### src/rtl/me3drs_pkg.sv
// Shared definitions for the 3DRS motion-estimator feeder blocks.
// Holds frame geometry, block counts, the signed motion-vector type,
// the estimator buffer word-address layout, the fetch FSM state
// encoding and small helper functions used by search_block_fetch.
package me3drs_pkg;

  localparam int IMGWIDTH  = 1280;
  localparam int IMGHEIGHT = 720;
  localparam int PAD       = 36;
  localparam int BLK       = 16;
  localparam int BLKS_X    = IMGWIDTH / BLK;   // 80 blocks per row
  localparam int BLKS_Y    = IMGHEIGHT / BLK;  // 45 blocks per column

  // Signed coordinate width: covers -PAD .. IMGWIDTH-1+PAD
  localparam int CW = 12;

  // Signed two's-complement candidate vector component
  typedef logic signed [6:0] mv_t;

  localparam mv_t MV_MAX = 7'sd36;
  localparam mv_t MV_MIN = 7'sh5C;  // -36

  // data_addr = {column[3:0], half}
  localparam int DADDR_W        = 5;
  localparam int DADDR_HALF_BIT = 0;
  localparam int DADDR_COL_LSB  = 1;

  typedef enum logic [1:0] {
    ST_IDLE  = 2'd0,
    ST_READ  = 2'd1,
    ST_DRAIN = 2'd2,
    ST_DONE  = 2'd3
  } state_t;

  // Clamp a vector component to [-PAD, +PAD]
  function automatic mv_t clamp_mv(input mv_t v);
    mv_t r;
    if (v > MV_MAX) begin
      r = MV_MAX;
    end else if (v < MV_MIN) begin
      r = MV_MIN;
    end else begin
      r = v;
    end
    return r;
  endfunction

  // Build an estimator buffer word address from column and half
  function automatic logic [DADDR_W-1:0] make_data_addr(input logic [3:0] col,
                                                        input logic       half);
    logic [DADDR_W-1:0] r;
    r = {col, half};
    return r;
  endfunction

endpackage

### src/rtl/search_block_fetch_if.sv
// Bundle of request, frame-memory and estimator-buffer signals of
// search_block_fetch.
//   slave  : the fetch block (takes requests, drives memory reads and
//            buffer writes, receives read data)
//   master : requester / frame memory / estimator side
interface search_block_fetch_if;
  import me3drs_pkg::*;

  logic        start;
  logic        search_mode;
  logic [6:0]  blk_x;
  logic [5:0]  blk_y;
  mv_t         mv_x;
  mv_t         mv_y;
  logic        mem_rd_en;
  logic [19:0] mem_addr;
  logic [7:0]  mem_rdata;
  logic        data_we;
  logic [4:0]  data_addr;
  logic [63:0] data_out;
  logic        busy;
  logic        done;
  logic        err;

  modport slave (
    input  start, search_mode, blk_x, blk_y, mv_x, mv_y, mem_rdata,
    output mem_rd_en, mem_addr, data_we, data_addr, data_out, busy, done, err
  );

  modport master (
    output start, search_mode, blk_x, blk_y, mv_x, mv_y, mem_rdata,
    input  mem_rd_en, mem_addr, data_we, data_addr, data_out, busy, done, err
  );

endinterface

### src/rtl/mirror_fold.sv
// Combinational mirror fold of a signed coordinate into 0..n-1.
//   coord  : signed coordinate, at most n away from the valid range
//   n      : axis length
//   folded : v<0 -> -1-v ; v>=n -> 2n-1-v ; else v
module mirror_fold #(
  parameter int W = 12
) (
  input  logic signed [W-1:0] coord,
  input  logic        [W-1:0] n,
  output logic        [W-1:0] folded
);

  logic signed [W:0] v_s;
  logic signed [W:0] n_s;
  logic signed [W:0] res_s;

  // Reflect about -0.5 or n-0.5; ~v is -1-v in two's complement
  always_comb begin
    v_s = {coord[W-1], coord};
    n_s = {1'b0, n};
    if (v_s[W]) begin
      res_s = ~v_s;
    end else if (v_s >= n_s) begin
      res_s = n_s + n_s + ~v_s;
    end else begin
      res_s = v_s;
    end
    folded = res_s[W-1:0];
  end

endmodule

### src/rtl/search_block_fetch.sv
// Fetches one 16x16 block from 8-bit frame memory and packs it into
// 64-bit column-half words for the estimator block buffers. In search
// mode the block is offset by a clamped candidate vector and mirror
// padded at frame edges.
//   clk   : rising-edge clock
//   reset : synchronous, active low
//   bus   : request inputs, frame-memory read port, buffer write port,
//           busy/done/err status
// Reads go column-major (column outer, row inner), one per cycle; every
// 8th returned byte completes one word.
module search_block_fetch
  import me3drs_pkg::*;
(
  input  logic                 clk,
  input  logic                 reset,
  search_block_fetch_if.slave  bus
);

  state_t      state_r, state_s;

  logic [6:0]  bx_r;
  logic [5:0]  by_r;
  mv_t         mvx_r, mvy_r;
  logic [7:0]  rd_cnt_r;     // index of the next read to issue
  logic [7:0]  rx_cnt_r;     // index of the next byte to arrive
  logic [1:0]  drain_cnt_r;
  logic        rd_vld_r;     // mem_rdata carries a byte this cycle
  logic [55:0] shift_r;

  logic        mem_rd_en_r;
  logic [19:0] mem_addr_r;
  logic        data_we_r;
  logic [4:0]  data_addr_r;
  logic [63:0] data_out_r;
  logic        busy_r, done_r, err_r;

  logic        accept_s, legal_s, issue_s, busy_s, done_s, err_s;
  mv_t         mvx_in_s, mvy_in_s;
  logic [6:0]  src_bx_s;
  logic [5:0]  src_by_s;
  mv_t         src_mvx_s, src_mvy_s;
  logic [7:0]  src_idx_s;
  logic signed [CW-1:0] row_raw_s, col_raw_s;
  logic [CW-1:0] row_f_s, col_f_s;
  logic [19:0] row_ext_s;
  logic [19:0] addr_s;
  logic [63:0] word_s;

  // Request decode and address source selection. Read 0 is issued on
  // the accepting edge, so its address comes straight from the inputs.
  always_comb begin
    accept_s = bus.start && ((state_r == ST_IDLE) || (state_r == ST_DONE));
    legal_s  = (bus.blk_x < 7'(BLKS_X)) && (bus.blk_y < 6'(BLKS_Y));
    if (bus.search_mode) begin
      mvx_in_s = clamp_mv(bus.mv_x);
      mvy_in_s = clamp_mv(bus.mv_y);
    end else begin
      mvx_in_s = 7'sd0;
      mvy_in_s = 7'sd0;
    end
    if (accept_s) begin
      src_bx_s  = bus.blk_x;
      src_by_s  = bus.blk_y;
      src_mvx_s = mvx_in_s;
      src_mvy_s = mvy_in_s;
      src_idx_s = 8'd0;
    end else begin
      src_bx_s  = bx_r;
      src_by_s  = by_r;
      src_mvx_s = mvx_r;
      src_mvy_s = mvy_r;
      src_idx_s = rd_cnt_r;
    end
    // idx = {column a, row c}
    row_raw_s = $signed({2'b00, src_by_s, src_idx_s[3:0]})
              + $signed({{5{src_mvy_s[6]}}, src_mvy_s});
    col_raw_s = $signed({1'b0, src_bx_s, src_idx_s[7:4]})
              + $signed({{5{src_mvx_s[6]}}, src_mvx_s});
  end

  mirror_fold #(.W(CW)) u_fold_row (
    .coord  (row_raw_s),
    .n      (12'(IMGHEIGHT)),
    .folded (row_f_s)
  );

  mirror_fold #(.W(CW)) u_fold_col (
    .coord  (col_raw_s),
    .n      (12'(IMGWIDTH)),
    .folded (col_f_s)
  );

  // row*1280 + col as shift-add; the sum lands in the mem_addr register
  always_comb begin
    row_ext_s = {8'd0, row_f_s};
    addr_s    = (row_ext_s << 10) + (row_ext_s << 8) + {8'd0, col_f_s};
    word_s    = {shift_r, bus.mem_rdata};
  end

  // FSM state register
  always_ff @(posedge clk) begin
    if (!reset) begin
      state_r <= ST_IDLE;
    end else begin
      state_r <= state_s;
    end
  end

  // FSM next state and next values of the status outputs. DONE also
  // accepts a new start so back-to-back requests lose no cycle.
  always_comb begin
    state_s = state_r;
    issue_s = 1'b0;
    err_s   = 1'b0;
    case (state_r)
      ST_IDLE, ST_DONE: begin
        if (bus.start) begin
          if (legal_s) begin
            state_s = ST_READ;
            issue_s = 1'b1;
          end else begin
            state_s = ST_DONE;
            err_s   = 1'b1;
          end
        end else begin
          state_s = ST_IDLE;
        end
      end
      ST_READ: begin
        issue_s = 1'b1;
        if (rd_cnt_r == 8'd255) begin
          state_s = ST_DRAIN;
        end else begin
          state_s = ST_READ;
        end
      end
      ST_DRAIN: begin
        // memory latency, packing of the last byte, then done
        if (drain_cnt_r == 2'd2) begin
          state_s = ST_DONE;
        end else begin
          state_s = ST_DRAIN;
        end
      end
      default: begin
        state_s = ST_IDLE;
      end
    endcase
    done_s = (state_s == ST_DONE);
    busy_s = (state_s == ST_READ) || (state_s == ST_DRAIN);
  end

  // Request latch, read issue, byte packing and registered outputs
  always_ff @(posedge clk) begin
    if (!reset) begin
      bx_r        <= 7'd0;
      by_r        <= 6'd0;
      mvx_r       <= 7'sd0;
      mvy_r       <= 7'sd0;
      rd_cnt_r    <= 8'd0;
      rx_cnt_r    <= 8'd0;
      drain_cnt_r <= 2'd0;
      rd_vld_r    <= 1'b0;
      shift_r     <= 56'd0;
      mem_rd_en_r <= 1'b0;
      mem_addr_r  <= 20'd0;
      data_we_r   <= 1'b0;
      data_addr_r <= 5'd0;
      data_out_r  <= 64'd0;
      busy_r      <= 1'b0;
      done_r      <= 1'b0;
      err_r       <= 1'b0;
    end else begin
      if (accept_s) begin
        bx_r  <= bus.blk_x;
        by_r  <= bus.blk_y;
        mvx_r <= mvx_in_s;
        mvy_r <= mvy_in_s;
      end
      if (accept_s) begin
        rd_cnt_r <= 8'd1;
      end else if (state_r == ST_READ) begin
        rd_cnt_r <= rd_cnt_r + 8'd1;
      end
      if (state_r == ST_DRAIN) begin
        drain_cnt_r <= drain_cnt_r + 2'd1;
      end else begin
        drain_cnt_r <= 2'd0;
      end

      mem_rd_en_r <= issue_s;
      if (issue_s) begin
        mem_addr_r <= addr_s;
      end
      rd_vld_r <= mem_rd_en_r;

      data_we_r <= 1'b0;
      if (rd_vld_r) begin
        shift_r  <= word_s[55:0];
        rx_cnt_r <= rx_cnt_r + 8'd1;
        if (rx_cnt_r[2:0] == 3'd7) begin
          data_we_r   <= 1'b1;
          data_out_r  <= word_s;
          data_addr_r <= make_data_addr(rx_cnt_r[7:4], rx_cnt_r[3]);
        end
      end else if (accept_s) begin
        rx_cnt_r <= 8'd0;
      end

      busy_r <= busy_s;
      done_r <= done_s;
      err_r  <= err_s;
    end
  end

  assign bus.mem_rd_en = mem_rd_en_r;
  assign bus.mem_addr  = mem_addr_r;
  assign bus.data_we   = data_we_r;
  assign bus.data_addr = data_addr_r;
  assign bus.data_out  = data_out_r;
  assign bus.busy      = busy_r;
  assign bus.done      = done_r;
  assign bus.err       = err_r;

endmodule
### src/flat_wrapper.sv
// flat-port wrapper written by rule: the top's interface ports become plain ports
module search_block_fetch_flat import me3drs_pkg::*;
  (clk, reset, bus_start, bus_search_mode, bus_blk_x, bus_blk_y, bus_mv_x, bus_mv_y, bus_mem_rdata, bus_mem_rd_en, bus_mem_addr, bus_data_we, bus_data_addr, bus_data_out, bus_busy, bus_done, bus_err);
  search_block_fetch_if bus_i ();
  input  logic clk;
  input  logic reset;
  input wire logic [$bits(bus_i.start)-1:0] bus_start;
  input wire logic [$bits(bus_i.search_mode)-1:0] bus_search_mode;
  input wire logic [$bits(bus_i.blk_x)-1:0] bus_blk_x;
  input wire logic [$bits(bus_i.blk_y)-1:0] bus_blk_y;
  input wire logic [$bits(bus_i.mv_x)-1:0] bus_mv_x;
  input wire logic [$bits(bus_i.mv_y)-1:0] bus_mv_y;
  input wire logic [$bits(bus_i.mem_rdata)-1:0] bus_mem_rdata;
  output wire logic [$bits(bus_i.mem_rd_en)-1:0] bus_mem_rd_en;
  output wire logic [$bits(bus_i.mem_addr)-1:0] bus_mem_addr;
  output wire logic [$bits(bus_i.data_we)-1:0] bus_data_we;
  output wire logic [$bits(bus_i.data_addr)-1:0] bus_data_addr;
  output wire logic [$bits(bus_i.data_out)-1:0] bus_data_out;
  output wire logic [$bits(bus_i.busy)-1:0] bus_busy;
  output wire logic [$bits(bus_i.done)-1:0] bus_done;
  output wire logic [$bits(bus_i.err)-1:0] bus_err;
  assign bus_i.start = bus_start;
  assign bus_i.search_mode = bus_search_mode;
  assign bus_i.blk_x = bus_blk_x;
  assign bus_i.blk_y = bus_blk_y;
  assign bus_i.mv_x = bus_mv_x;
  assign bus_i.mv_y = bus_mv_y;
  assign bus_i.mem_rdata = bus_mem_rdata;
  assign bus_mem_rd_en = bus_i.mem_rd_en;
  assign bus_mem_addr = bus_i.mem_addr;
  assign bus_data_we = bus_i.data_we;
  assign bus_data_addr = bus_i.data_addr;
  assign bus_data_out = bus_i.data_out;
  assign bus_busy = bus_i.busy;
  assign bus_done = bus_i.done;
  assign bus_err = bus_i.err;
  search_block_fetch u_core (.clk(clk), .reset(reset), .bus(bus_i));
endmodule
### config.mk
export PLATFORM = sky130hd
export DESIGN_NAME = search_block_fetch_flat
export DESIGN_NICKNAME = d
export VERILOG_FILES = /design/src/rtl/me3drs_pkg.sv /design/src/rtl/search_block_fetch_if.sv /design/src/rtl/mirror_fold.sv /design/src/rtl/search_block_fetch.sv /design/src/flat_wrapper.sv
export SDC_FILE = /design/constraint.sdc
export NUM_CORES = 1
export LEC_CHECK = 0
export CORE_MARGIN = 5
export CORE_UTILIZATION = 59
export CTS_BUF_LIST = sky130_fd_sc_hd__clkbuf_8 sky130_fd_sc_hd__clkbuf_16
export DETAILED_ROUTE_END_ITERATION = 16
export PLACE_DENSITY = 0.82
export SYNTH_ARGS = -nofsm -noshare
export SYNTH_HDL_FRONTEND = slang
export SYNTH_SLANG_ARGS = --single-unit
### constraint.sdc
create_clock -name clk -period 17.3 [get_ports clk]
set_clock_uncertainty 0.05 [all_clocks]
set_input_delay 1.73 -clock clk [delete_from_list [all_inputs] [get_ports clk]]
set_output_delay 1.73 -clock clk [all_outputs]
set_load 0.01 [all_outputs]
# Yosys cells after proc, flatten, opt, wreduce, memory -nomap -nowiden
# Index checks and enable logic that the tools add are counted.
dict set report word_totals {
  reg_bits 198
  latchBits 0
  mem_bits_rw 0
  romBits 0
  in_bits 39
  out_inout_bits 94
  word_cells 90
  mem_count 0
}
dict set report classes {
  n_addsub 9
  mul 0
  n_div 0
  magnitude_cmp 8
  n_eq_ne 9
  n_shift 0
  mux 29
  bitwise 3
  reduce_logical 13
}
# op n
set op_table {}
lappend op_table {{$mux 7} 9}
lappend op_table {{$mux 12} 4}
lappend op_table {{$add 12x12->12 const A} 2}
lappend op_table {{$mux 8} 3}
lappend op_table {{$not 12->12} 2}
lappend op_table {{$lt 7x7->1 const B} 3}
lappend op_table {{$add 20x12->20} 1}
lappend op_table {{$add 20x20->20} 1}
lappend op_table {{$add 8x1->8 const B} 2}
lappend op_table {{$gt 7x7->1 const B} 2}
lappend op_table {{$add 11x7->12} 1}
lappend op_table {{$add 12x7->12} 1}
lappend op_table {{$ge 12x11->1 const B} 1}
lappend op_table {{$ge 12x12->1 const B} 1}
lappend op_table {{$eq 2x2->1 const B} 5}
lappend op_table {{$eq 8x8->1 const B} 1}
lappend op_table {{$mux 1} 7}
lappend op_table {{$lt 6x6->1 const B} 1}
lappend op_table {{$mux 2} 3}
lappend op_table {{$mux 6} 1}
lappend op_table {{$pmux 2 s3} 1}
lappend op_table {{$reduce_and 2->1} 3}
lappend op_table {{$eq 2x1->1 const B} 2}
lappend op_table {{$reduce_bool 2->1} 2}
lappend op_table {{other kinds (9)} 12}

# Longest topological paths before layout
# Gate-level depths: netlist of the first run.
dict set report depth {
  word_depth 12
  ltp_mapped 30
  mapped_depth_nobuf 29
}

# Modules after synthesis
# From an unflattened synthesis of the first run, not the netlist that was laid out.
dict set report unflattened {
  cells_unflattened 1290
  hier_area_um2 10960.5
}
# module n_inst cells_per_inst area_each_um2 seq_area_each_um2
set by_module_without_submodules {}
lappend by_module_without_submodules {search_block_fetch 1 1008 8893.5 3963.8}
lappend by_module_without_submodules {{mirror_fold at u_core.u_fold_row} 1 144 1063.5 0.0}
lappend by_module_without_submodules {{mirror_fold at u_core.u_fold_col} 1 138 1003.5 0.0}

# Worst setup path after synthesis of the first run
# OpenSTA, ideal clock, no wires.
dict set report synth_timing {
  kind {in2reg}
  startpoint {input port bus_mv_x[2]}
  endpoint {register u_core.mem_addr_r[19] (netlist: u_core.bus.mem_addr[19])}
  setup_ns 0.062
  arrival_time_ns 7.370
  required_time_ns 17.188
  path_slack_ns 9.818
  cell_stages 30
  n_path_buf 1
  path_cell_list {and3_1 > o21ai_0 > ha_1 > nor2_1 > nand2_1 > o21ai_0 > ha_1 > inv_1 > fa_1 > nor2b_1 > o31a_1 > o21ai_0 > a21oi_1 > nand4_1 > o311ai_1 > buf_2 > ha_1 > o21ai_0 > mux2i_1 > fa_1 > inv_1 > fa_1 > nor2b_1 > o21ai_0 > a21o_1 > a21o_1 > a311oi_1 > and2_1 > or3b_1 > nand3_1}
}
dict set report synth_between {
  elab_chain_len 11
  word_cells_on_any_way 13
  cone_classes {add/sub (3); order compare (3); mux (6); bitwise (1)}
}
# item line_no
set synth_rtl {}
lappend synth_rtl {{start, declared} flat_wrapper.sv:11} ;# input wire logic [$bits(bus_i.mv_x)-1:0] bus_mv_x;
lappend synth_rtl {{$lt 7x7->1} me3drs_pkg.sv:40} ;# end else if (v < MV_MIN) begin
lappend synth_rtl {{$mux 7} me3drs_pkg.sv:40}
lappend synth_rtl {{$mux 7 (*)} me3drs_pkg.sv:38} ;# if (v > MV_MAX) begin
lappend synth_rtl {{$mux 7 (*)} search_block_fetch.sv:54} ;# if (bus.search_mode) begin
lappend synth_rtl {{$mux 7 (*)} -}
lappend synth_rtl {{named net u_core.src_mvx_s[0]} search_block_fetch.sv:41} ;# mv_t src_mvx_s, src_mvy_s;
lappend synth_rtl {{$add 12x7->12 (*)} search_block_fetch.sv:78} ;# + $signed({{5{src_mvx_s[6]}}, src_mvx_s});
lappend synth_rtl {{$not 12->12} {mirror_fold.sv:22, mirror_fold.sv:24}}
lappend synth_rtl {{$add 12x12->12} mirror_fold.sv:24} ;# res_s = n_s + n_s + ~v_s;
lappend synth_rtl {{$mux 12} mirror_fold.sv:23} ;# end else if (v_s >= n_s) begin
lappend synth_rtl {{$mux 12 (*)} mirror_fold.sv:21} ;# if (v_s[W]) begin
lappend synth_rtl {{$add 20x12->20 (*)} search_block_fetch.sv:96} ;# addr_s = (row_ext_s << 10) + (row_ext_s << 8) + {8'd0, col_f_s};
lappend synth_rtl {{end signal, assigned} search_block_fetch.sv:193} ;# mem_addr_r <= addr_s;
lappend synth_rtl {{end, declared} search_block_fetch.sv:31} ;# logic [19:0] mem_addr_r;
# Mark *: on every way through the listed nets, which the timed path passes. The rest lies on a longest branch.
# A chain may end at the register's enable or synchronous reset.

# Final worst setup path of the first run
dict set report layout_timing {
  startpoint {input port bus_start}
  endpoint {register u_core.mem_addr_r[19] (netlist: u_core.bus.mem_addr[19])}
}
dict set report layout_between {
  word_cells_on_any_way 22
  cone_classes {add/sub (6); order compare (2); mux (11); bitwise (2); reduce/logical (1)}
}
# item line_no
set layout_lines {}
lappend layout_lines {{start, declared} flat_wrapper.sv:7} ;# input wire logic [$bits(bus_i.start)-1:0] bus_start;
lappend layout_lines {{$logic_and 1x1->1 (*)} search_block_fetch.sv:52} ;# accept_s = bus.start && ((state_r == ST_IDLE) || (state_r == ST_DONE));
lappend layout_lines {{$mux 7 (*)} -}
lappend layout_lines {{named net u_core.src_mvx_s[6]} search_block_fetch.sv:41}
lappend layout_lines {{$add 12x7->12 (*)} search_block_fetch.sv:78}
lappend layout_lines {{$not 12->12} {mirror_fold.sv:22, mirror_fold.sv:24}}
lappend layout_lines {{$add 12x12->12} mirror_fold.sv:24}
lappend layout_lines {{$mux 12} mirror_fold.sv:23}
lappend layout_lines {{$mux 12 (*)} mirror_fold.sv:21}
lappend layout_lines {{$add 20x12->20 (*)} search_block_fetch.sv:96}
# Marked as above.

==> results of run 1 <==
-- cell type report --
class / instances / area [um2] / share of cell area [%]
clock buffers: 17 / 425.4 / 3.715
well taps: 216 / 270.3 / 2.360
inverters: 28 / 107.6 / 0.9397
repair buffers: 140 / 1381 / 12.06
flip-flops and latches: 198 / 3968 / 34.65
multi-input cells: 838 / 5122 / 44.73
clock inverters: 15 / 176.4 / 1.541
-- synth_stat cells, types with 2 or more instances --
master,number
sky130_fd_sc_hd__a21o_1,11
sky130_fd_sc_hd__buf_4,2
sky130_fd_sc_hd__ha_1,53
sky130_fd_sc_hd__and2_1,25
sky130_fd_sc_hd__a22o_1,4
sky130_fd_sc_hd__a31oi_1,2
sky130_fd_sc_hd__o311a_1,2
sky130_fd_sc_hd__o211ai_1,19
sky130_fd_sc_hd__fa_1,5
sky130_fd_sc_hd__o2111ai_1,4
sky130_fd_sc_hd__a311o_1,2
sky130_fd_sc_hd__nor2b_1,7
sky130_fd_sc_hd__mux2i_1,61
sky130_fd_sc_hd__o21ai_0,30
sky130_fd_sc_hd__dfxtp_1,198
sky130_fd_sc_hd__nand2_1,230
sky130_fd_sc_hd__o21a_1,5
sky130_fd_sc_hd__buf_2,3
sky130_fd_sc_hd__a211oi_1,2
sky130_fd_sc_hd__clkbuf_1,52
sky130_fd_sc_hd__xnor2_1,17
sky130_fd_sc_hd__nand2b_1,7
sky130_fd_sc_hd__or2_2,7
sky130_fd_sc_hd__nand3b_1,5
sky130_fd_sc_hd__nand4_1,10
sky130_fd_sc_hd__a21boi_0,2
sky130_fd_sc_hd__nor2_1,101
sky130_fd_sc_hd__buf_1,7
sky130_fd_sc_hd__nor4_1,2
sky130_fd_sc_hd__and3_1,4
sky130_fd_sc_hd__o21bai_1,4
sky130_fd_sc_hd__inv_1,28
sky130_fd_sc_hd__xor2_1,22
sky130_fd_sc_hd__nor3_1,10
sky130_fd_sc_hd__or3_1,9
sky130_fd_sc_hd__a21oi_1,123
sky130_fd_sc_hd__nand3_1,28
-- sequential cells by signal, indices dropped and copies added, names as in the netlist, 7 cells and up --
name and flops:
u_core.bus.data_out 64, u_core.bx_r 7, u_core.shift_r 56, u_core.rx_cnt_r 8, u_core.bus.mem_addr 20, u_core.mvx_r 7
u_core.mvy_r 7, u_core.rd_cnt_r 8
-- critical path: cells and delay by family --
kind                       cells  cell delay (ns)
xor gates and xnor gates       2             0.90
buffers and inverters          2             0.53
AOI/OAI and AO/OA              9             2.39
and+or+nand+nor                8             2.13
adders and majority gates      4             1.13
-- placed cells by master, fill, tap and decap left out, drive strengths merged, types with 7 or more instances in the layout --
cell and n:
nand4 10, nand2 230, clkdlybuf4s50 132, xor2 22, nor2 101, nor2b 7
nor3 10, nand2b 7, nand3 28, mux2i 61, dfxtp 198, or2 7
o21ai 32, buf 8, a21oi 124, xnor2 18, or3 9, and2 25
o211ai 20, clkbuf 17, a21o 11, ha 53, inv 35
-- through the flow --
stage                     hold WS, ns  cell area, um2
after floorplan                0.3412            9439
after global placement         0.3507           10850
after detailed placement       0.3539           10850
after CTS                      0.3651           11450
after global routing           0.3894           11450
final                          0.3611           11450
-- power groups by stage --
| stage | Clock, W | Sequential (W) | Combinational, W |
|---|---|---|---|
| 2_1_floorplan | 0 | 0.000506 | 0.000287 |
| 3_3_place_gp | 0 | 0.000503 | 0.000388 |
| 3_5_place_dp | 0 | 0.000504 | 0.000398 |
| 4_1_cts | 0.000405 | 0.000493 | 0.000401 |
| 5_1_grt | 0.000424 | 0.000496 | 0.000453 |
| 6_report | 0.000399 | 0.000493 | 0.000401 |
-- path summary, 6_finish.rpt --
check | to | cells after the start
min reg2reg | u_core.drain_cnt_r[0]$_SDFF_PN0_ | 1
min | u_core.drain_cnt_r[0]$_SDFF_PN0_ | 1
max | u_core.bus.mem_addr[19]$_SDFFE_PN0P_ | 25
max reg2reg | u_core.bus.mem_addr[19]$_SDFFE_PN0P_ | 26
-- layer usage --
layer	share of wire (%)	vias up	global-route usage [%]
li1	-	4046	-
met1	47	3690	31.91
met2	47	196	38.44
met3	4.0	36	3.886
met4	2.2	0	7.223
met5	0	-	0
-- cells by family (layout without fill, tap and decap cells) --
kind of cell,count (synthesis),after routing
xor+xnor,40,40
flops,198,198
buf+inv,92,200
mux,62,62
compound gates,230,230
simple gates,448,448
fa+ha+maj,58,58
==> results.md, run 1 <==
- The filler cells instantiated in the layout total 1283.
- The xor-xnor portion of the synthesized cell area is 3.910%.
- The number of setup buffers added after CTS is 0.
- The number of antenna violations at the first check in global routing is 0.
- The type of element launching the critical path is an input port.
- The sequential power share is 38.1%.
- The residual overflow from global routing is 0.
- In the final design database the tool counted roughly 1300 nets.
- The cell sitting at the root of the clock tree is a sky130_fd_sc_hd__clkbuf_16.
- The first-pass GRT wire length is 35.67 mm.
- The final layout contains routed wiring with a total length of 21.71 mm.
- After detailed routing, the number of remaining DRC violations is 0.
- The number of diodes added for antenna fixing is 0.
- The number of hold buffers added after CTS was 0.
- Detailed routing inserted a total of 7968 vias.
- The total number of H-tree levels is 4.
- The time the final worst path needs with I/O delays and setup is approximately 8.5 ns.
- The portion of synthesized cell area occupied by the leading cell type is 41.99%.
- The most common cell type on the critical path is sky130_fd_sc_hd__ha_1.
- For the final routed database, the setup TNS stands at 0 ns.
- The flow ran to the end, and the final reports show no timing, DRC or antenna violations.
- The area enclosed by the die boundary is around 19000 um2.
- The clock transition time at the flip-flop clock pins of the worst setup and hold paths is 0.08 ns.
- Setup repair after global routing left no endpoint under its margin.
- Entering global routing, the biggest net connects 90 pins.
- The switching power share of the total is 33.05%.
- The total power is 0.001294 W.
- The netlist area before placement is between 9000 and 10000 um2.
- The later pin in the worst-skew pair is clocked with a latency of 0.43 ns.
- The final worst-path cycle share is between 40% and 50%.
- The via count normalized by instance count is 5.488.
- The synthesized design contains 0 enable-type register cells.
- For this run, the slowest stage of the critical path takes 0.73 ns.
- Counting distinct cell types in the post-synthesis netlist gives 62.
- The number of global-route vias before repair is about 7500.
- The simple logic cell fraction of the synthesized area is between 20% and 30%.
- The worst-case IR drop observed on VDD is 0.07408 mV.
- The finished layout holds 1452 standard cells, fillers aside.
- Compared with the post-synthesis result, the final layout area differs by 21.32%.
- The part of the power in the clock network is between 30% and 40%.
- The post-route netlist has 4.935% of its cells at a drive strength greater than 1.
- The portion of the post-synthesis area used by sequential elements is 41.99%.
- The final hold violation count was 0.
- The worst relative slew slack is between 20% and 30%.
- The max-slew violation count came to 0.
- Dividing the detail-routed wire length by the instance count gives 14.95 um.
- For this run, the top clock speed supported by timing is about 120 MHz.
- Gates resized during post-CTS repair numbered 0.
- Timing analysis after detailed placement gives a worst setup slack of 8.426 ns.
- TritonCTS built the clock tree.
- The switching component of the power is 0.0004277 W.
- The number of buffers on the longest clock path is 2.
- The floorplan step set the die width to between 100 and 150 um.
- The post-route worst setup slack is ~9 ns.
- The largest fanout on the critical path is 20.
- The path class of the lowest-slack min-delay path is reg2reg.
- The number of top-level pins is 133.
- In this run, placement finished with an instance count of 1420.
- After synthesis, the share of flip-flops with an asynchronous set or reset is 0%.
- Measured against the total synthesized area, the mux share comes to 6.588%.
- Summing the areas of all fa, ha and maj instances in the mapped netlist gives under 10% of the synthesized area.
- The total number of placement rows is 46.
- For the pin with the worst max-slew slack, the measured transition is 1.077 ns.
- Once detail routing completed, the nets flagged for antenna violations numbered 0.
- The routability congestion estimate is about 0.85.
- In this run the power density over the cells is 113.0 nW/um2.
- By area the synthesized netlist is led by sky130_fd_sc_hd__dfxtp_1 42%, sky130_fd_sc_hd__nand2_1 9.1%, sky130_fd_sc_hd__ha_1 7.0%.
- The fraction of the core area covered by cells at the end of the flow is 72.61%.
- The number of clock sinks seen by CTS is 198.
- The pre-antenna-repair detailed-routing pass consisted of 5 iterations.
- Dividing the synthesized area by the synthesized cell count gives 8.368 um2.
- The critical path is of the in2reg type.
- The Yosys step of the flow raised 0 warnings.
- Per report_power, the combinational group accounts for 31.0% of the total.
- The core region is 15770 um2.
- The number of nets handed over by synthesis was about 1200.
- After legalization and detailed placement, the total HPWL measured 15.36 mm.
- The required time of the critical path is about 18 ns.
- The first element of the critical path is bus_start.
- For this run, the total global-route usage over all layers was measured as 23.51%.
- The slowest cell on the critical path is sky130_fd_sc_hd__xor2_1.
- By area, the combinational part of the netlist is dominated by simple AND/OR/NAND/NOR gates.
- Summing the areas of all compound-gate instances in the mapped netlist gives 15.10% of the synthesized area.
- Setup slack on the worst reg-to-reg path comes out at 9.81 ns.
- The number of DRC violations after detailed-routing iteration 0 is 531.
- Synthesis produced a netlist whose cell count is 1128.
- Setup violations remaining at the end of the flow were counted as 0.
- The top cell type by total area after synthesis is sky130_fd_sc_hd__dfxtp_1.
- The startpoint of the lowest-slack register-to-register path is u_core.state_r[0]$_SDFF_PN0_.
- The analysis attributes to cell leakage a power of about 4.3 nW.
- During placement, the flow inserted port buffers numbering 132.
- The internal power is 0.0008663 W.
- Clock tree synthesis inserted a total of 17 buffers.
- The type of element capturing the critical path is a flip-flop.
- Max-cap violations in this run came to 0.
- The vertical die dimension is between 100 and 150 um.
- The endpoint arrival time on the critical path is 8.83 ns.
- In this run the most critical hold path is launched from u_core.drain_cnt_r[0]$_SDFF_PN0_.
- In the synthesized netlist the dominant register cell turns out to be sky130_fd_sc_hd__dfxtp_1.
- The starting utilization of the core area is 59.85%.
- The number of register bits inferred by synthesis is 198.
Power figures use the tool's default switching activity.
==> run 2, diff against run 1 <==
--- a/config.mk
+++ b/config.mk
@@ -6,10 +6,10 @@
 export NUM_CORES = 1
 export LEC_CHECK = 0
 export CORE_MARGIN = 5
-export CORE_UTILIZATION = 59
+export CORE_UTILIZATION = 55
 export CTS_BUF_LIST = sky130_fd_sc_hd__clkbuf_8 sky130_fd_sc_hd__clkbuf_16
 export DETAILED_ROUTE_END_ITERATION = 16
-export PLACE_DENSITY = 0.82
+export PLACE_DENSITY = 0.77
 export SYNTH_ARGS = -nofsm -noshare
 export SYNTH_HDL_FRONTEND = slang
 export SYNTH_SLANG_ARGS = --single-unit
==> constraint.sdc (replaced) <==
create_clock -name clk -period 8.8 [get_ports clk]
set_clock_uncertainty 0.05 [all_clocks]
set_input_delay 0.88 -clock clk [delete_from_list [all_inputs] [get_ports clk]]
set_output_delay 0.88 -clock clk [all_outputs]
set_load 0.01 [all_outputs]
==> run 2 against run 1 <==
- first-iteration DRC count fell by 10%
- combinational power rose by 95%
- cell area rose by 0.31%
- worst setup slack got worse by 7.3 ns
- utilization fell by 5.3 points
==> results.md, run 2 (synthesis results as in run 1) <==
- The register with the most flip-flops in the layout has 64 of them.
- The time the final worst path needs with I/O delays and setup is 7.339 ns.
- The most common cell after layout, fill and taps aside is sky130_fd_sc_hd__nand2_1.
- After detailed routing, the number of remaining DRC violations is 0.
- The starting utilization of the core area is 55.34%.
- The area enclosed by the die boundary is around 20000 um2.
- The overall die width is 141.0 um.
- Setup total negative slack on the finished layout was measured at 0 ns.
- Buffers inserted during clock tree synthesis total 17.
- The setup violation total in the final timing report is 0.
- The die is 141.0 um tall.
- Setup repair after global routing left no endpoint under its margin.
- The final routed wirelength across all metal layers is 21.24 mm.
- Detailed placement ended at an HPWL of about 15 mm.
- The first-pass GRT wire length is 35.74 mm.
- The number of global-route vias before repair is 7344.
- At the end of routability-driven placement, the weighted congestion stood at 0.8218.
- Across the run, the number of max-cap violations was 0.
- STA classifies the critical path endpoint as a flip-flop.
- Global routing used a little over a fifth of the available tracks.
- After clock tree synthesis, the clock-pin slew on the worst setup and hold paths is about 0.090 ns.
- The flow ran to the end, and the final reports show no timing, DRC or antenna violations.
- Entering global routing, the biggest net connects 91 pins.
- In this run the clock root is driven by a sky130_fd_sc_hd__clkbuf_16.
- The count of nets left with antenna violations once routing finished came out at 0.
- The core area is ~17000 um2.
- The total number of placement rows is 48.
- The first routing iteration left around 480 violations.
- The clock insertion delay at the later pin of the skew report is 0.44 ns.
- The number of cells upsized or downsized after cts is 0.
- The required time of the critical path is 9.14 ns.
- Based on the critical path, the design can be clocked at up to 136.3 MHz.
- The first TritonRoute pass finished after 5 iterations.
- The type of element launching the critical path is an input port.
- The leakage power of the design is about 4.3 nW.
- At the end of the flow, the number of nets in the layout was 1321.
- Dividing the detail-routed wire length by the instance count gives 14.52 um.
- The critical path is of the in2reg type.
- The number of antenna diodes in the final layout is 0.
- The largest fanout on the critical path is 13.
- The number of antenna violations at the first check in global routing was 0.
- The final hold violation count is 0.
- The final worst-path cycle share is 83.40%.
- Data arrives at the worst endpoint at 7.68 ns.
- In the routed layout, each cell is associated on average with a via count of 5.419.
- Compared with the post-synthesis result, the final layout area differs by 21.69%.
- The number of clock sinks seen by CTS is approximately 200.
- The total number of H-tree levels is 4.
- For this design the top-level I/O count stands at 133.
- The number of vias in the routed layout is 7922.
- Power spread over the standard cell area amounts to 222.6 nW/um2.
- The clock tree from TritonCTS is built.
- Headroom to the max-slew limit came out at around 29%.
- The peak supply drop is around 0.14 mV.
- The max-slew violation count was 0.
- After clock tree synthesis, the flow added hold-fix buffers numbering 0.
- The post-route netlist has roughly 5.0% of its cells at a drive strength greater than 1.
- After global routing the overflow that remains totals 0.
- At the pin with the least slew margin, the transition time is 1.062 ns.
- In this run the deepest clock path goes through 2 buffers.
- The path class of the lowest-slack min-delay path is reg2reg.
- The library cells used most frequently in the layout, excluding fill and tap cells, are 229 x sky130_fd_sc_hd__nand2_1, 197 x sky130_fd_sc_hd__dfxtp_1, 132 x sky130_fd_sc_hd__clkdlybuf4s50_1, 123 x sky130_fd_sc_hd__a21oi_1, 101 x sky130_fd_sc_hd__nor2_1.
- Port buffering added 132 buffers.
- Final hold analysis gives a worst-case slack of around 0.37 ns.
- The number of setup buffers added after CTS is 0.
==> run 2: cell count changes in the layout (fill, tap and decap cells not counted) <==
cell                       delta
sky130_fd_sc_hd__inv_8        +2
sky130_fd_sc_hd__clkinv_2     -1
sky130_fd_sc_hd__clkinv_4     -1
sky130_fd_sc_hd__buf_4        +1
sky130_fd_sc_hd__inv_12       +1
sky130_fd_sc_hd__inv_6        -1
==> run 2: final timing paths <==
path                                    start                              endpoint  slack, ns  cells after the start
min reg2reg  u_core.drain_cnt_r[0]$_SDFF_PN0_      u_core.drain_cnt_r[0]$_SDFF_PN0_       0.37                      1
max                               bus_mv_x[0]  u_core.bus.mem_addr[19]$_SDFFE_PN0P_       1.46                     23
min          u_core.drain_cnt_r[0]$_SDFF_PN0_      u_core.drain_cnt_r[0]$_SDFF_PN0_       0.37                      1
max reg2reg      u_core.state_r[0]$_SDFF_PN0_  u_core.bus.mem_addr[19]$_SDFFE_PN0P_       1.66                     25
==> run 2: report_power, final <==
group / total [W] / internal (W) / switching (W)
registers: 0.000970 / 0.000940 / 0.0000304
logic: 0.000783 / 0.000356 / 0.000427
clock network: 0.000804 / 0.000415 / 0.000389
==> run 2: worst max-delay path, cell delays in order <==
cell	delay, ns
sky130_fd_sc_hd__clkdlybuf4s50_1	0.43
sky130_fd_sc_hd__o21a_1	0.19
sky130_fd_sc_hd__o311a_1	0.33
sky130_fd_sc_hd__or2_2	0.33
sky130_fd_sc_hd__o21ai_1	0.47
sky130_fd_sc_hd__ha_1	0.41
sky130_fd_sc_hd__a21o_1	0.20
sky130_fd_sc_hd__a22o_1	0.25
sky130_fd_sc_hd__o21a_1	0.19
sky130_fd_sc_hd__a311oi_2	0.28
sky130_fd_sc_hd__xor2_1	0.74
sky130_fd_sc_hd__mux2i_1	0.23
sky130_fd_sc_hd__fa_1	0.62
sky130_fd_sc_hd__inv_1	0.07
sky130_fd_sc_hd__fa_1	0.46
sky130_fd_sc_hd__nor2b_1	0.13
sky130_fd_sc_hd__o21ai_0	0.10
sky130_fd_sc_hd__a21o_1	0.20
sky130_fd_sc_hd__a21o_1	0.19
sky130_fd_sc_hd__a311oi_1	0.33
sky130_fd_sc_hd__and2_1	0.20
sky130_fd_sc_hd__or3b_1	0.35
sky130_fd_sc_hd__nand3_1	0.07
==> run 2: cell type report <==
class                   instances  area [um2]
clock buffers                  17       425.4
clock inverters                15       192.7
fillers                      1465        5570
inverters                      28       107.6
multi-input cells             838        5122
flip-flops and latches        198        3968
well taps                     225       281.5
repair buffers                141        1389
==> run 2: per-stage QoR <==
step	total power [W]	util [%]	instances	cell area [um2]	setup WS [ns]
2_1_floorplan	0.001558	-	1128	9439	2.168
3_3_place_gp	0.001760	63.72	1430	10870	1.284
3_5_place_dp	0.001772	63.72	1430	10870	1.057
4_1_cts	0.002578	67.34	1462	11490	1.492
5_1_grt	0.002722	67.34	1462	11490	0.9324
6_report	0.002557	67.34	1462	11490	1.461
==> run 2: layer usage <==
metal / track usage, % / wire length [um] / up-vias
met5: 0 / 0 / -
met4: 8.159 / 598 / 0
met3: 3.901 / 897 / 42
met2: 35.01 / 9855 / 178
met1: 28.86 / 9883 / 3637
li1: - / - / 4065
==> run 3, diff against run 2 <==
--- a/config.mk
+++ b/config.mk
@@ -6,10 +6,10 @@
 export NUM_CORES = 1
 export LEC_CHECK = 0
 export CORE_MARGIN = 5
-export CORE_UTILIZATION = 55
+export CORE_UTILIZATION = 50
 export CTS_BUF_LIST = sky130_fd_sc_hd__clkbuf_8 sky130_fd_sc_hd__clkbuf_16
 export DETAILED_ROUTE_END_ITERATION = 16
-export PLACE_DENSITY = 0.77
+export PLACE_DENSITY = 0.74
 export SYNTH_ARGS = -nofsm -noshare
 export SYNTH_HDL_FRONTEND = slang
 export SYNTH_SLANG_ARGS = --single-unit
==> constraint.sdc (replaced) <==
create_clock -name clk -period 6 [get_ports clk]
set_clock_uncertainty 0.05 [all_clocks]
set_input_delay 0.6 -clock clk [delete_from_list [all_inputs] [get_ports clk]]
set_output_delay 0.6 -clock clk [all_outputs]
set_load 0.01 [all_outputs]
==> run 3 against run 2 <==
- first-iteration DRC count is 7.3% lower
- combinational power is 110% higher
- count of clock-buffer cells in the layout unchanged
- critical endpoint unchanged
- sequential power up 46%
- worst hold slack gained 0.022 ns
- the run now ends with negative setup slack left
- clock power up 42%
- highest routed layer unchanged
- die area rose by 9.3%
==> results.md, run 3 (synthesis results as in run 1) <==
- The number of buffers on the longest clock path is 2.
- After detailed routing, the number of vias per cell comes to 5.257.
- Max-cap violations in this run came to 0.
- Leaving out fill and tap cells, the most frequent cell in the layout is sky130_fd_sc_hd__nand2_1.
- The worst-case setup slack after placement is -0.7032 ns.
- The final reports fail on negative setup slack.
- The path class of the lowest-slack min-delay path is reg2reg.
- The largest fanout on the critical path is 5.
- For this design the ratio of total power to cell area is 329.0 nW/um2.
- In this run, CTS created clock tree buffers numbering 17.
- The fraction of layout instances using a drive strength above 1 is 18.78%.
- For this run, the total global-route usage over all layers was measured as 21.26%.
- In this run the number of H-tree levels came out at 4.
- The switching component of the power is 0.001416 W.
- In the final timing run, aggregate negative setup slack is -0.04212 ns.
- The routability congestion estimate is 0.8230.
- The peak supply drop is 0.2079 mV.
- The post-route worst setup slack is -0.04212 ns.
- Row generation in the floorplan step produced 50 rows.
- For this block, the initial DRC count from the detailed router was 443.
- For the worst setup path, the data arrival time is 6.37 ns.
- The number of port buffers is 132.
- Setup repair after global routing could not meet its margin everywhere.
- The met2 track demand over resource is 36.27%.
- The number of diodes added for antenna fixing is 0.
- The startpoint identified for the worst hold timing path is u_core.drain_cnt_r[0]$_SDFF_PN0_.
- The top achievable clock speed is about 170 MHz.
- For this run, the post-layout net count is between 1000 and 1500.
- The worst path uses 100.7% of the clock period.
- The initial utilization of the core area, before any placement, comes to 50.63%.
- The number of antenna violations at the first check in global routing is 0.
- For the pin with the worst max-slew slack, the measured transition is 1.060 ns.
- After global routing the overflow that remains totals 0.
- The core area is ~19000 um2.
- The met3 usage is 3.433%.
- The register with the most flip-flops in the layout has 64 of them.
- The root buffer cell is sky130_fd_sc_hd__clkbuf_16.
- The first-pass GRT wire length is approximately 39 mm.
- The vertical die dimension is 147.4 um.
- The clock insertion delay at the later pin of the skew report is 0.44 ns.
- The largest net degree at the start of global routing is 95.
- The total power is 0.004245 W.
- For this design, the CTS-stage hold fixing added 0 buffers.
- The combinational share of power is roughly two fifths.
- For this run, global-route usage on met1 was measured as between 20% and 30%.
- The startpoint identified for the worst register-to-register timing path is u_core.state_r[0]$_SDFF_PN0_.
- STA puts the critical path data required time at approximately 6.3 ns.
- For this block, the routed nets add up to 23.40 mm of wire.
- The final hold violation count was 0.
- The clock network is responsible for between 20 and 30% of the overall power.
- The flow ran to the end, but the final reports show violations.
- For this design, the sink count on the clock tree is around 200.
- After legalization and detailed placement, the total HPWL measured roughly 16 mm.
- The area added between synthesis and finish is 36.70%.
- The type of element capturing the critical path is a flip-flop.
- The detailed router placed 8480 vias in this run.
- The critical path class is in2reg.
- The max-slew violation count is 0.
- TritonCTS built the clock tree.
- The number of top-level pins is 133.
- For the finished layout, the period the worst path requires is between 6 and 7 ns.
- STA classifies the critical path startpoint as an input port.
- Summed over all cells, the static leakage comes to roughly 5.1 nW.
- The sequential power share is 33.6%.
- From left edge to right edge, the die measures between 100 and 150 um.
- The area enclosed by the die boundary is ~22000 um2.
- The first element of the critical path is bus_start.
- The clock transition time at the flip-flop clock pins of the worst setup and hold paths is 0.08 ns.
- The internal portion of the total power is ~0.0028 W.
- The number of global-route vias before repair is 8124.
- Headroom to the max-slew limit came out at ~29%.
- The library cells used most frequently in the layout, excluding fill and tap cells, are 227 x sky130_fd_sc_hd__nand2_1, 195 x sky130_fd_sc_hd__dfxtp_1, 147 x sky130_fd_sc_hd__buf_4, 120 x sky130_fd_sc_hd__clkdlybuf4s50_1, 119 x sky130_fd_sc_hd__a21oi_1.
- The detail route stage leaves a number of antenna-violating nets equal to 0.
- After detailed routing, the average wire length per cell comes to 14.51 um.
- The first detailed-routing pass took 7 iterations.
- In the routed design, unresolved DRC markers number 0.
- The most used routing layer is met2.
- Setup violations remaining at the end of the flow were counted as 1.
- In this run switching power makes up 33.36% of total power.
[run 3: cell count changes in the layout (fill, tap and decap cells not counted), moves of 6 or more]
cell,before,now
sky130_fd_sc_hd__o21ai_1,1,9
sky130_fd_sc_hd__clkdlybuf4s50_1,132,120
sky130_fd_sc_hd__ha_4,0,6
sky130_fd_sc_hd__ha_1,53,44
sky130_fd_sc_hd__o21ai_2,1,7
sky130_fd_sc_hd__buf_4,9,147
sky130_fd_sc_hd__o21ai_0,30,15
sky130_fd_sc_hd__dlygate4sd2_1,0,8
[run 3: through the flow]
| step | util (%) | cell area (um2) | instances | hold slack [ns] |
|---|---|---|---|---|
| after floorplan | - | 9490 | 1128 | 0.3412 |
| after global placement | 63.53 | 11840 | 1561 | 0.3497 |
| after detailed placement | 63.53 | 11840 | 1561 | 0.3895 |
| after CTS | 67.81 | 12640 | 1606 | 0.4005 |
| after global routing | 69.21 | 12900 | 1613 | 0.4128 |
| final | 69.21 | 12900 | 1613 | 0.3890 |
[run 3: power by group through the flow]
stage,Clock (W),Sequential [W],Combinational (W)
final,0.00114,0.00142,0.00168
after global routing,0.00121,0.00143,0.00186
after CTS,0.00116,0.00143,0.00156
after global placement,0,0.00145,0.00147
after detailed placement,0,0.00145,0.00150
after floorplan,0,0.00146,0.000845
[run 3: area by class of cell]
cell class                 instances  area [um2]
fill                            1478        5739
tap                              234       292.8
timing repair buffer             283        2467
inverter                          28       107.6
clock buffer                      17       425.4
multi-input combinational        838        5466
sequential                       198        3970
clock inverter                    15       173.9
[run 3: critical path, cell delays in order]
cell and delay, ns:
sky130_fd_sc_hd__clkdlybuf4s50_1 0.43, sky130_fd_sc_hd__and2_4 0.19, sky130_fd_sc_hd__nand2_4 0.08, sky130_fd_sc_hd__a21oi_4 0.04, sky130_fd_sc_hd__nor2b_4 0.13, sky130_fd_sc_hd__buf_6 0.10, sky130_fd_sc_hd__a22o_4 0.23, sky130_fd_sc_hd__fa_2 0.41
sky130_fd_sc_hd__a21oi_2 0.16, sky130_fd_sc_hd__o211ai_2 0.14, sky130_fd_sc_hd__o41ai_4 0.38, sky130_fd_sc_hd__xor2_1 0.26, sky130_fd_sc_hd__nand2b_4 0.19, sky130_fd_sc_hd__o2111ai_4 0.23, sky130_fd_sc_hd__xnor2_2 0.23, sky130_fd_sc_hd__fa_1 0.59
sky130_fd_sc_hd__inv_2 0.05, sky130_fd_sc_hd__fa_2 0.38, sky130_fd_sc_hd__nor2b_1 0.12, sky130_fd_sc_hd__o21ai_1 0.08, sky130_fd_sc_hd__a21o_1 0.20, sky130_fd_sc_hd__a21o_1 0.19, sky130_fd_sc_hd__a311oi_2 0.34, sky130_fd_sc_hd__and2_4 0.21
sky130_fd_sc_hd__or3b_1 0.34, sky130_fd_sc_hd__nand3_1 0.07
[run 3: timing repair]
action	CTS	global route
pin swaps	40	33
buffers inserted	13	8
hold endpoints to repair	0	0
gates resized for setup	38	48
setup endpoints to repair	3	5
gates cloned	0	0
[run 3: path summary, 6_finish.rpt]
| check | end | slack (ns) | cells past startpoint |
|---|---|---|---|
| worst min-delay path | u_core.drain_cnt_r[0]$_SDFF_PN0_ | 0.39 | 1 |
| worst max-delay path | u_core.bus.mem_addr[19]$_SDFFE_PN0P_ | -0.04 | 26 |
| worst min register to register | u_core.drain_cnt_r[0]$_SDFF_PN0_ | 0.39 | 1 |
| worst max register to register | u_core.bus.mem_addr[19]$_SDFFE_PN0P_ | -0.02 | 27 |
[run 3: metal layers]
layer	vias to the layer above	routed length, um
met4	0	443
met2	169	11320
met5	-	0
met3	30	843
li1	4317	-
met1	3964	10790
